===== config.mk =====
export PLATFORM = sky130hd
export DESIGN_NAME = multi_pipe_monitor
export DESIGN_NICKNAME = d
export VERILOG_FILES = /design/src/rtl/multi_pipe_monitor_pkg.sv /design/src/rtl/multi_pipe_monitor_pipe_guard.sv /design/src/rtl/multi_pipe_monitor.sv
export SDC_FILE = /design/constraint.sdc
export NUM_CORES = 1
export LEC_CHECK = 0
export CORE_MARGIN = 2
export CORE_UTILIZATION = 40
export DETAILED_ROUTE_END_ITERATION = 10
export PLACE_DENSITY = 0.68
export SYNTH_ARGS = -nofsm -noshare
export SYNTH_HDL_FRONTEND = slang
export SYNTH_SLANG_ARGS = --single-unit

===== constraint.sdc =====
create_clock -name clk -period 4.3 [get_ports clk]
set_clock_uncertainty 0.1 [all_clocks]
set_input_delay 0.86 -clock clk [delete_from_list [all_inputs] [get_ports clk]]
set_output_delay 0.86 -clock clk [all_outputs]
set_load 0.005 [all_outputs]

===== src/rtl/multi_pipe_monitor_pkg.sv =====
// Shared constants for the multi-channel pipe monitor: frame layout, status bits,
// FSM encoding and default thresholds.
package multi_pipe_monitor_pkg;
  localparam logic [7:0] HEADER_BYTE = 8'hA5;

  localparam int ST_BIT_ALARM = 0;
  localparam int ST_BIT_SHUT  = 1;
  localparam int ST_BIT_HOT_A = 2;
  localparam int ST_BIT_HOT_S = 3;

  localparam int FLAG_OVERRUN = 0;

  localparam logic [1:0] ST_IDLE = 2'd0;
  localparam logic [1:0] ST_EVAL = 2'd1;
  localparam logic [1:0] ST_SEND = 2'd2;

  localparam int DEF_ALARM_TH = 90;
  localparam int DEF_SHUT_TH  = 120;
  localparam int DEF_HYST     = 5;
  localparam int DEF_DEBOUNCE = 3;
endpackage


===== src/rtl/multi_pipe_monitor_pipe_guard.sv =====
// Per-channel guard: debounced alarm with hysteresis and a latched shutdown that
// only releases on request once the pipe has cooled.
module pipe_guard
  import multi_pipe_monitor_pkg::*;
#(
  parameter int DATA_W   = 8,
  parameter int ALARM_TH = DEF_ALARM_TH,
  parameter int SHUT_TH  = DEF_SHUT_TH,
  parameter int HYST     = DEF_HYST,
  parameter int DEBOUNCE = DEF_DEBOUNCE
) (
  input  logic              clk,
  input  logic              reset,
  input  logic              enable,
  input  logic [DATA_W-1:0] temp,
  input  logic              clear,
  output logic              alarm,
  output logic              shutdown,
  output logic [3:0]        status
);
  localparam int CNT_W = $clog2(DEBOUNCE + 1);
  localparam logic [DATA_W-1:0] A_SET = DATA_W'(ALARM_TH);
  localparam logic [DATA_W-1:0] A_CLR = DATA_W'(ALARM_TH - HYST);
  localparam logic [DATA_W-1:0] S_SET = DATA_W'(SHUT_TH);
  localparam logic [DATA_W-1:0] S_CLR = DATA_W'(SHUT_TH - HYST);
  localparam logic [CNT_W-1:0]  DB    = CNT_W'(DEBOUNCE);

  logic [CNT_W-1:0]  acnt, acnt_nxt, scnt, scnt_nxt;
  logic [DATA_W-1:0] last_temp;
  logic              hot_a, cool_a, hot_s, alarm_nxt, shut_nxt;

  function automatic logic [CNT_W-1:0] bump(input logic [CNT_W-1:0] cnt);
    return (cnt == DB) ? cnt : cnt + CNT_W'(1);
  endfunction

  always_comb begin
    hot_a     = temp >= A_SET;
    cool_a    = temp <= A_CLR;
    hot_s     = temp >= S_SET;
    acnt_nxt  = '0;
    alarm_nxt = alarm;
    scnt_nxt  = '0;
    shut_nxt  = shutdown;
    if (hot_a) begin
      acnt_nxt = bump(acnt);
      if (acnt_nxt == DB) alarm_nxt = 1'b1;
    end else if (cool_a) begin
      alarm_nxt = 1'b0;
    end
    if (hot_s) begin
      scnt_nxt = bump(scnt);
      if (scnt_nxt == DB) shut_nxt = 1'b1;
    end
  end

  // An evaluation in the same cycle as a clear request takes precedence.
  always_ff @(posedge clk) begin
    if (reset) begin
      acnt      <= '0;
      scnt      <= '0;
      alarm     <= 1'b0;
      shutdown  <= 1'b0;
      last_temp <= '0;
      status    <= '0;
    end else if (enable) begin
      acnt      <= acnt_nxt;
      scnt      <= scnt_nxt;
      alarm     <= alarm_nxt;
      shutdown  <= shut_nxt;
      last_temp <= temp;
      status                 <= '0;
      status[ST_BIT_ALARM]   <= alarm_nxt;
      status[ST_BIT_SHUT]    <= shut_nxt;
      status[ST_BIT_HOT_A]   <= hot_a;
      status[ST_BIT_HOT_S]   <= hot_s;
    end else if (clear && last_temp < S_CLR) begin
      shutdown <= 1'b0;
    end
  end
endmodule


===== src/rtl/multi_pipe_monitor.sv =====
// Multi-channel pipe temperature monitor: snapshot, per-channel evaluation and a
// checksummed telemetry frame streamed over a valid/ready byte interface.
module multi_pipe_monitor
  import multi_pipe_monitor_pkg::*;
#(
  parameter int CHANNELS = 4,
  parameter int DATA_W   = 8,
  parameter int ALARM_TH = DEF_ALARM_TH,
  parameter int SHUT_TH  = DEF_SHUT_TH,
  parameter int HYST     = DEF_HYST,
  parameter int DEBOUNCE = DEF_DEBOUNCE
) (
  input  logic                       clk,
  input  logic                       reset,
  input  logic                       sample,
  input  logic [CHANNELS*DATA_W-1:0] adc_bus,
  input  logic                       clear_shutdown,
  output logic [7:0]                 tx_data,
  output logic                       tx_valid,
  input  logic                       tx_ready,
  output logic [CHANNELS-1:0]        alarm,
  output logic [CHANNELS-1:0]        shutdown,
  output logic                       any_alarm,
  output logic                       any_shutdown,
  output logic                       busy,
  output logic                       overrun
);
  localparam int IDX_W = (CHANNELS > 1) ? $clog2(CHANNELS) : 1;
  localparam logic [5:0] LAST = 6'(2 + 2 * CHANNELS);

  if (CHANNELS < 1 || CHANNELS > 16 || DATA_W < 1 || DATA_W > 8 || DEBOUNCE < 1 ||
      SHUT_TH <= ALARM_TH || HYST > ALARM_TH || SHUT_TH >= (1 << DATA_W)) begin : g_bad_params
    $error("multi_pipe_monitor: inconsistent threshold/size parameters");
  end

  logic [1:0]        state;
  logic [IDX_W-1:0]  idx;
  logic [5:0]        pos, nxt_pos, ch_off;
  logic [7:0]        csum, csum_nxt, nxt_byte;
  logic              ovr_sent, xfer, drop;
  logic [DATA_W-1:0] snap   [CHANNELS];
  logic [3:0]        status [CHANNELS];

  function automatic logic [7:0] zext(input logic [DATA_W-1:0] v);
    logic [7:0] r;
    r = '0;
    r[DATA_W-1:0] = v;
    return r;
  endfunction

  for (genvar k = 0; k < CHANNELS; k++) begin : g_ch
    pipe_guard #(
      .DATA_W(DATA_W), .ALARM_TH(ALARM_TH), .SHUT_TH(SHUT_TH),
      .HYST(HYST), .DEBOUNCE(DEBOUNCE)
    ) u_guard (
      .clk(clk),
      .reset(reset),
      .enable(state == ST_EVAL && idx == IDX_W'(k)),
      .temp(snap[k]),
      .clear(clear_shutdown),
      .alarm(alarm[k]),
      .shutdown(shutdown[k]),
      .status(status[k])
    );
  end

  assign busy = (state != ST_IDLE);
  assign xfer = tx_valid & tx_ready;
  assign drop = sample & busy;

  // Byte to present after the current one transfers; checksum folds in the outgoing byte.
  always_comb begin
    nxt_pos  = pos + 6'd1;
    ch_off   = nxt_pos - 6'd2;
    csum_nxt = (pos == 6'd0) ? csum : (csum ^ tx_data);
    nxt_byte = '0;
    if (nxt_pos == LAST) begin
      nxt_byte = csum_nxt;
    end else if (nxt_pos == 6'd1) begin
      nxt_byte[FLAG_OVERRUN] = overrun;
    end else begin
      for (int k = 0; k < CHANNELS; k++)
        if (ch_off[5:1] == 5'(k))
          nxt_byte = ch_off[0] ? {4'b0, status[k]} : zext(snap[k]);
    end
  end

  always_ff @(posedge clk) begin
    if (reset) begin
      state        <= ST_IDLE;
      idx          <= '0;
      pos          <= '0;
      csum         <= '0;
      tx_valid     <= 1'b0;
      tx_data      <= '0;
      overrun      <= 1'b0;
      ovr_sent     <= 1'b0;
      any_alarm    <= 1'b0;
      any_shutdown <= 1'b0;
      for (int k = 0; k < CHANNELS; k++) snap[k] <= '0;
    end else begin
      any_alarm    <= |alarm;
      any_shutdown <= |shutdown;
      if (drop) overrun <= 1'b1;
      case (state)
        ST_IDLE: if (sample) begin
          for (int k = 0; k < CHANNELS; k++) snap[k] <= adc_bus[k*DATA_W +: DATA_W];
          idx   <= '0;
          state <= ST_EVAL;
        end
        ST_EVAL: begin
          idx <= idx + IDX_W'(1);
          if (idx == IDX_W'(CHANNELS - 1)) begin
            state    <= ST_SEND;
            tx_valid <= 1'b1;
            tx_data  <= HEADER_BYTE;
            pos      <= '0;
            csum     <= '0;
          end
        end
        ST_SEND: if (xfer) begin
          if (pos == LAST) begin
            // Only the overrun already reported in this frame is retired.
            tx_valid <= 1'b0;
            state    <= ST_IDLE;
            overrun  <= (overrun & ~ovr_sent) | drop;
          end else begin
            pos     <= nxt_pos;
            tx_data <= nxt_byte;
            csum    <= csum_nxt;
            if (nxt_pos == 6'd1) ovr_sent <= overrun;
          end
        end
        default: state <= ST_IDLE;
      endcase
    end
  end
endmodule


==> impl_metrics.py, run 1 <==
metrics = {
    "clocking": {
        "clk_path_buf_depth": 2,
        "cts_root_buf": "clkbuf_16",
        "cts.sinks": 131,
        "cts_tree": "done",
        "htreeDepth": 4,
        "cts_setup_buffers": 0,
        "clk_latency_ns": 0.42,
        "cts_buffers": 17,
        "cts_hold_buf": 0,
        "cts_resized": 0,
        "path_clk_slew_ns": 0.06,
    },
    "flow_run": {
        "maxCapViolCount": 0,
    },
    "placed_design": {
        "placed_area_mm2": 0.00693,
        "numPortBuffers": 57,
        "gp_congestion": 0.951,
        "place_hpwl_um": 11300,
        "dpl.cell_count": 918,
        "preCtsSetupSlack_ns": 1.28,
    },
    "floorplan": {
        "die-area_mm2": 0.0169,
        "fp.dieW_um": 130,
        "fp-row-count": 46,
        "die_h_um": 130,
        "ioPinCount": 58,
        "initial_core_util": 0.405,
        "core-area_mm2": 0.0157,
    },
    "sta": {
        "final-setup-viol-count": 0,
        "maxSlewViolCount": 0,
        "period_minus_slack_ns": 3.10,
        "holdWs_ns": 0.349,
        "tns_ns": 0,
        "max_freq_mhz": 323,
        "setup_ws_ns": 1.20,
        "rsz0062_at_grt": "false",
        "maxSlewHeadroom": 0.304,
        "post-route-period-util": 0.720,
        "worst_pin_slew_ns": 1.04,
        "final_hold_viol_count": 0,
    },
    "synth": {
        "postSynthCellCount": 694,
        "ys_types": 69,
        "synth_top_flop_cell": "dfxtp_1",
        "synthesis.nets": 740,
        "synthArstFlopShare": 0,
        "syn-cell-area_mm2": 0.00634,
        "synth_edf_count": 32,
        "avgSynthCellArea_um2": 9.13,
        "yosysWarnings": 0,
        "yosysTopAreaCell": "dfxtp_1",
        "netlist.area_leader.share": 0.313,
        "ys_seq_elements": 131,
        "yosysSeqAreaShare": 0.464,
        "synthTopCellsByArea": "dfxtp_1, edfxtp_1, a21oi_1, nand2_1, and2_1",
    },
    "global_routing": {
        "grt_pass1_vias": 5066,
        "grt_usage": 0.197,
        "grt_pass1_wl_um": 25700,
        "overflow": 0,
        "grt_max_degree": 97,
        "antenna_found_initial": 0,
    },
    "route": {
        "avgViaCountPerCell": 5.50,
        "drt-initial-drc-count": 394,
        "vias": 5224,
        "wirelength_um": 16200,
        "first_pass_iters": 5,
        "antenna_left": 0,
        "drc_errors": 0,
        "drt-wirelength-per-cell_um": 17.0,
    },
    "worst_setup_path": {
        "endpoint_kind": "flop",
        "crit_arrival_ns": 3.34,
        "worst-setup-path-type": "flop to flop",
        "cp_max_fo": 16,
        "start_kind": "flop",
        "crit_required_ns": 4.54,
    },
    "layout": {
        "nets": 767,
        "stdcell_area_mm2": 0.00751,
        "stdcell_count": 950,
        "area_growth_pct": 18.5,
        "drive_above_1_share": 0.0817,
        "post-route-util": 0.480,
        "diodes": 0,
    },
    "power_and_ir_drop": {
        "max-vdd-ir-drop_mv": 0.268,
        "leakage_nw": 2.57,
        "power_mw": 2.93,
        "p_per_area_mw_per_mm2": 389,
    },
    "outcome": {
        "status": "completed",
    },
    "worst_hold_path": {
        "hold_path.class": "flop to flop",
    },
}
cells in the mapped netlist (10+ instances only):
cell	number
nand3_1	11
a21oi_1	97
clkbuf_1	22
nor2b_1	20
nand2_1	87
nor2_1	45
o21ai_0	10
nor3_1	18
buf_4	11
dfxtp_1	99
mux2i_1	14
edfxtp_1	32
buf_2	16
inv_1	10
and2_1	37
a211oi_1	13
per-layer routing:
metal	vias up	track usage	share of wire	routed length (um)
met2	165	0.327	0.49	7870
met3	41	0.0443	0.050	803
met5	-	0	0	0
met4	0	0.0949	0.031	497
met1	2468	0.244	0.43	7000
li1	2550	-	-	-
sequential cells by signal, summed over array words and instances, names as in the netlist, 6 cells and up:
| name | count |
|---|---|
| g_ch.u_guard.acnt | 8 |
| pos | 6 |
| csum | 8 |
| g_ch.u_guard.status | 16 |
| tx_data | 8 |
| snap | 32 |
| g_ch.u_guard.last_temp | 32 |
| g_ch.u_guard.scnt | 8 |
cells by family after synthesis:
family,share of synthesized area
AND/OR/NAND/NOR,0.216
AO/OA/AOI/OAI,0.201
flip-flops,0.464
buffers and inverters,0.0494
multiplexers,0.0417
adder cells (fa/ha/maj),0.0178
XOR/XNOR,0.00967
path summary, 6_finish.rpt:
| kind | start | to | slack (ns) | depth (start not counted) |
|---|---|---|---|---|
| worst max-delay path | pos[0] | tx_data[7] | 1.20 | 7 |
| worst min register to register | g_ch[2].u_guard.last_temp[7] | g_ch[2].u_guard.last_temp[7] | 0.35 | 2 |
| worst min-delay path | g_ch[2].u_guard.last_temp[7] | g_ch[2].u_guard.last_temp[7] | 0.35 | 2 |
| worst max register to register | pos[0] | tx_data[7] | 1.20 | 7 |
layout by cell type (no fill, tap or decap), types with 14 or more instances in the layout:
cell,n
mux2i_1,14
nor3_1,18
nand2_1,87
clkdlybuf4s50_1,56
nor2b_1,20
edfxtp_1,32
clkbuf_16,18
nor2_1,45
and2_1,37
dfxtp_1,99
a21oi_1,97
report_power, final:
part / total [mW] / switching [mW] / internal, mW
logic: 0.150 / 0.0801 / 0.0701
clock network: 1.42 / 0.525 / 0.899
registers: 1.35 / 0.0470 / 1.30
area by class of cell:
class	instances	area [um2]
fill	1480	8140
multi-input combinational	500	3080
sequential	131	2940
timing repair buffer	61	596
clock buffer	23	479
tap	216	270
clock inverter	9	104
inverter	10	37.5
critical path, cell delays in order (launching register included):
cell and delay [ns]:
dfxtp_1 0.74, inv_1 0.20, ha_1 0.62, inv_1 0.22, o41ai_4 0.52, a222oi_1 0.20, nand3b_1 0.20, a211oi_2 0.21
(Power assumes the default switching activity.)
==> run 2: changes to the inputs <==
==> constraint.sdc (replaced) <==
create_clock -name clk -period 3 [get_ports clk]
set_clock_uncertainty 0.1 [all_clocks]
set_input_delay 0.6 -clock clk [delete_from_list [all_inputs] [get_ports clk]]
set_output_delay 0.6 -clock clk [all_outputs]
set_load 0.005 [all_outputs]
==> run 2 against run 1 <==
Maximum frequency is 26% higher. Wire length is 0.35% higher. Largest cell class unchanged. Largest power group unchanged. Power is 47% higher. Critical endpoint is now tx_data[2]. Flip-flop and latch count stayed put.
==> impl_metrics.py, run 2 (synthesized netlist as in run 1, its figures left out) <==
metrics = {
    "route": {
        "wl_met3_um": 800,
        "antenna_left": 0,
        "routedLengthMet1_um": 7120,
        "first_pass_iters": 7,
        "avgViaCountPerCell": 5.51,
        "vias": 5283,
        "wl_met2_um": 7950,
        "routed.top_layer": "met4",
        "drt-wirelength-per-cell_um": 16.9,
        "drt-initial-drc-count": 389,
        "wirelength_um": 16200,
        "drc_errors": 0,
    },
    "power_and_ir_drop": {
        "max-vdd-ir-drop_mv": 0.404,
        "power_mw": 4.30,
        "leakage_nw": 2.63,
        "p_per_area_mw_per_mm2": 565,
    },
    "clocking": {
        "cts_setup_buffers": 0,
        "cts_root_buf": "clkbuf_16",
        "cts_resized": 0,
        "htreeDepth": 4,
        "cts.sinks": 131,
        "cts_hold_buf": 0,
        "cts_tree": "done",
        "clk_path_buf_depth": 2,
        "path_clk_slew_ns": 0.06,
        "clk_latency_ns": 0.42,
        "cts_buffers": 17,
    },
    "layout": {
        "drive_above_1_share": 0.0888,
        "reg_top3": "g_ch.u_guard.last_temp x32, snap x32, g_ch.u_guard.status x16",
        "fill_cells": 1499,
        "stdcell_area_mm2": 0.00761,
        "diodes": 0,
        "nets": 776,
        "layout_commonest_cell": "dfxtp_1",
        "area_growth_pct": 20.1,
        "post-route-util": 0.486,
        "layout_common_cells": "dfxtp_1, a21oi_1, nand2_1, clkdlybuf4s50_1, nor2_1",
    },
    "global_routing": {
        "grt_pass1_wl_um": 25500,
        "overflow": 0,
        "grt_max_degree": 52,
        "grt_pass1_vias": 4938,
        "grt_usage": 0.196,
        "antenna_found_initial": 0,
    },
    "floorplan": {
        "ioPinCount": 58,
        "fp-row-count": 46,
        "die_h_um": 130,
        "fp.dieW_um": 130,
        "initial_core_util": 0.405,
        "die-area_mm2": 0.0169,
        "core-area_mm2": 0.0157,
    },
    "placed_design": {
        "place_hpwl_um": 11700,
        "preCtsSetupSlack_ns": 0.490,
        "placed_area_mm2": 0.00700,
        "gp_congestion": 0.918,
        "numPortBuffers": 57,
    },
    "worst_setup_path": {
        "critPathSlowestCell": "o31ai_2",
        "crit_required_ns": 3.18,
        "cp_max_fo": 8,
        "crit_family": "compound AO/OA/AOI/OAI gates",
        "crit_chain": "ha_1, buf_4, and2_1, a21oi_2, o31ai_2, a21oi_4, a21oi_1, nor4_2",
        "max_stage_delay_ns": 0.53,
        "crit_arrival_ns": 2.63,
        "worst-setup-path-type": "flop to flop",
        "endpoint_kind": "flop",
        "cp_num_buf_inv": 1,
        "start_kind": "flop",
    },
    "sta": {
        "final_hold_viol_count": 0,
        "final-setup-viol-count": 0,
        "maxSlewViolCount": 0,
        "worst_pin_slew_ns": 0.897,
        "tns_ns": 0,
        "setup_ws_ns": 0.551,
        "post-route-period-util": 0.816,
        "period_minus_slack_ns": 2.45,
        "max_freq_mhz": 408,
        "rsz0062_at_grt": "false",
        "maxSlewHeadroom": 0.400,
    },
    "worst_hold_path": {
        "hold_path.class": "flop to flop",
    },
    "outcome": {
        "status": "completed",
    },
    "flow_run": {
        "maxCapViolCount": 0,
    },
}
run 2: cell count changes in the layout (fill, tap and decap cells not counted):
cell        delta
buf_4          +9
bufinv_16      +1
clkbuf_1       +3
clkbuf_8       +2
clkinv_2       -3
clkinv_4       -1
clkinvlp_4     -2
run 2: worst paths after layout:
kind         slack (ns)                      endpoint  cells past startpoint                          from
max reg2reg        0.55                    tx_data[2]                      8                        pos[1]
min reg2reg        0.35  g_ch[0].u_guard.last_temp[7]                      2  g_ch[0].u_guard.last_temp[7]
max                0.55                    tx_data[2]                      8                        pos[1]
min                0.35  g_ch[0].u_guard.last_temp[7]                      2  g_ch[0].u_guard.last_temp[7]
run 2: cell type report:
type | instances | area, um2 | area share
Clock buffer | 28 | 518 | 0.0681
Clock inverter | 4 | 95.1 | 0.0125
Inverter | 10 | 37.5 | 0.00493
Multi-Input combinational cell | 500 | 3080 | 0.405
Sequential cell | 131 | 2940 | 0.387
Tap cell | 216 | 270 | 0.0355
Timing Repair Buffer | 70 | 663 | 0.0872
run 2: stage by stage:
step	cells	hold WS [ns]
3_3_place_gp	927	0.338
2_1_floorplan	694	0.331
5_1_grt	959	0.358
4_1_cts	959	0.353
3_5_place_dp	927	0.345
6_report	959	0.354
run 2: power breakdown:
group          internal (mW)  switching [mW]
Combinational          0.103           0.117
Clock                   1.42           0.720
Sequential              1.87          0.0676
run 2: per-layer routing:
| layer | vias to the layer above | track usage |
|---|---|---|
| met4 | 0 | 0.0854 |
| met3 | 28 | 0.0414 |
| met1 | 2523 | 0.248 |
| met2 | 166 | 0.324 |
| met5 | - | 0 |
| li1 | 2566 | - |
run 2: worst min-delay path: stages, from the launching register on:
cell and delay (ns):
dfxtp_1 0.30, nand2_1 0.05, a21oi_1 0.06
==> run 3: changes to the inputs <==
==> constraint.sdc (replaced) <==
create_clock -name clk -period 2.45 [get_ports clk]
set_clock_uncertainty 0.1 [all_clocks]
set_input_delay 0.49 -clock clk [delete_from_list [all_inputs] [get_ports clk]]
set_output_delay 0.49 -clock clk [all_outputs]
set_load 0.005 [all_outputs]
==> run 3 against run 2 <==
Final area increased by 2.9%. Wire length increased by 1.1%. Hold slack improved by 0.0016 ns. First-iteration DRC count increased by 29%.
==> impl_metrics.py, run 3 (synthesized netlist as in run 1, its figures left out) <==
metrics = {
    "clocking": {
        "cts_hold_buf": 0,
        "cts_tree": "done",
        "clk_path_buf_depth": 2,
        "cts_buffers": 17,
        "cts_root_buf": "clkbuf_16",
        "path_clk_slew_ns": 0.06,
        "cts.sinks": 131,
        "htreeDepth": 4,
        "clk_latency_ns": 0.42,
    },
    "global_routing": {
        "grt_usage": 0.202,
        "antenna_found_initial": 0,
        "overflow": 0,
        "grt_pass1_vias": 5085,
        "grt_pass1_wl_um": 26500,
        "grt_max_degree": 97,
    },
    "layout": {
        "reg_top3": "g_ch.u_guard.last_temp x32, snap x32, g_ch.u_guard.status x16",
        "area_growth_pct": 23.6,
        "diodes": 0,
        "nets": 795,
        "stdcell_area_mm2": 0.00783,
        "drive_above_1_share": 0.125,
        "layout_common_cells": "a21oi_1, dfxtp_1, nand2_1, clkdlybuf4s50_1, nor2_1",
        "fill_cells": 1469,
    },
    "sta": {
        "rsz0062_at_grt": "false",
        "maxSlewViolCount": 0,
        "holdWs_ns": 0.356,
        "final-setup-viol-count": 0,
        "period_minus_slack_ns": 2.31,
        "final_hold_viol_count": 0,
        "worst_pin_slew_ns": 0.852,
        "max_freq_mhz": 433,
        "post-route-period-util": 0.942,
        "maxSlewHeadroom": 0.432,
    },
    "route": {
        "wirelength_um": 16400,
        "routed.top_layer": "met4",
        "drt-wirelength-per-cell_um": 16.8,
        "vias": 5339,
        "first_pass_iters": 5,
        "wl_met2_um": 8270,
        "drt-initial-drc-count": 502,
        "routedLengthMet1_um": 7020,
        "drc_errors": 0,
        "wl_met3_um": 772,
        "antenna_left": 0,
        "avgViaCountPerCell": 5.46,
    },
    "worst_setup_path": {
        "start_kind": "flop",
        "worst-setup-path-type": "flop to flop",
        "cp_max_fo": 7,
        "crit_arrival_ns": 2.50,
        "endpoint_kind": "flop",
        "max_stage_delay_ns": 0.40,
        "crit_required_ns": 2.64,
        "critPathSlowestCell": "dfxtp_2",
        "crit_chain": "inv_1, ha_1, buf_4, mux2_2, a222oi_1, nand3b_1, a211oi_2",
    },
    "floorplan": {
        "core-area_mm2": 0.0157,
        "initial_core_util": 0.405,
        "die-area_mm2": 0.0169,
        "die_h_um": 130,
        "fp.dieW_um": 130,
        "ioPinCount": 58,
        "fp-row-count": 46,
    },
    "placed_design": {
        "gp_congestion": 0.851,
        "place_hpwl_um": 11500,
        "numPortBuffers": 57,
        "placed_area_mm2": 0.00716,
    },
    "power_and_ir_drop": {
        "max-vdd-ir-drop_mv": 0.439,
        "leakage_nw": 2.76,
        "p_per_area_mw_per_mm2": 688,
    },
    "flow_run": {
        "maxCapViolCount": 0,
    },
    "worst_hold_path": {
        "hold_path.class": "flop to flop",
    },
    "outcome": {
        "status": "completed",
    },
}
[run 3: stage by stage]
| step | worst slack, ns | power [mW] | utilization | TNS [ns] | instances |
|---|---|---|---|---|---|
| 3_3_place_gp | 0.0266 | 2.68 | 0.457 | 0 | 945 |
| 5_1_grt | 0.0219 | 5.55 | 0.500 | 0 | 978 |
| 3_5_place_dp | -0.0281 | 2.69 | 0.457 | -0.0281 | 945 |
| 4_1_cts | 0.106 | 5.42 | 0.499 | 0 | 977 |
| 6_report | 0.141 | 5.39 | 0.500 | 0 | 978 |
| 2_1_floorplan | 0.0312 | 2.54 | - | 0 | 694 |
[run 3: critical path, delay by kind of cell (launching register included)]
family	cells	cell delay, ns
mux	1	0.37
buf+inv	2	0.28
compound gates	2	0.46
simple gates	1	0.24
fa+ha+maj	1	0.33
flops	1	0.40
[run 3: cell type report]
| class | count | area (um2) | share of cell area |
|---|---|---|---|
| clock buffers | 25 | 537 | 0.0685 |
| clock inverters | 7 | 115 | 0.0147 |
| inverters | 10 | 37.5 | 0.00479 |
| multi-input cells | 500 | 3100 | 0.395 |
| flip-flops and latches | 131 | 2950 | 0.376 |
| well taps | 216 | 270 | 0.0345 |
| repair buffers | 89 | 831 | 0.106 |
[run 3: routing by layer]
layer,vias up,global-route usage
li1,2601,-
met1,2565,0.253
met2,145,0.344
met3,28,0.0390
met4,0,0.0816
met5,-,0
[run 3: repair_timing]
item                                    4_1_cts  5_1_grt
setup buffers                                 0        1
gates resized for setup                       0        5
endpoints found under the setup margin        0        8
[run 3: path summary, 6_finish.rpt]
path                            slack [ns]  depth (start not counted)                           end                         start
worst max register to register        0.14                          7                    tx_data[5]                        pos[0]
worst min register to register        0.36                          2  g_ch[1].u_guard.last_temp[0]  g_ch[1].u_guard.last_temp[0]
worst max-delay path                  0.14                          7                    tx_data[5]                        pos[0]
worst min-delay path                  0.36                          2  g_ch[1].u_guard.last_temp[0]  g_ch[1].u_guard.last_temp[0]
[run 3: where the power goes]
| part | leakage, nW | switching, mW | internal [mW] | total (mW) |
|---|---|---|---|---|
| clock network | 0.325 | 0.922 | 1.82 | 2.75 |
| registers | 1.15 | 0.0782 | 2.29 | 2.37 |
| logic | 1.29 | 0.144 | 0.134 | 0.277 |
| total | 2.76 | 1.14 | 4.24 | 5.39 |
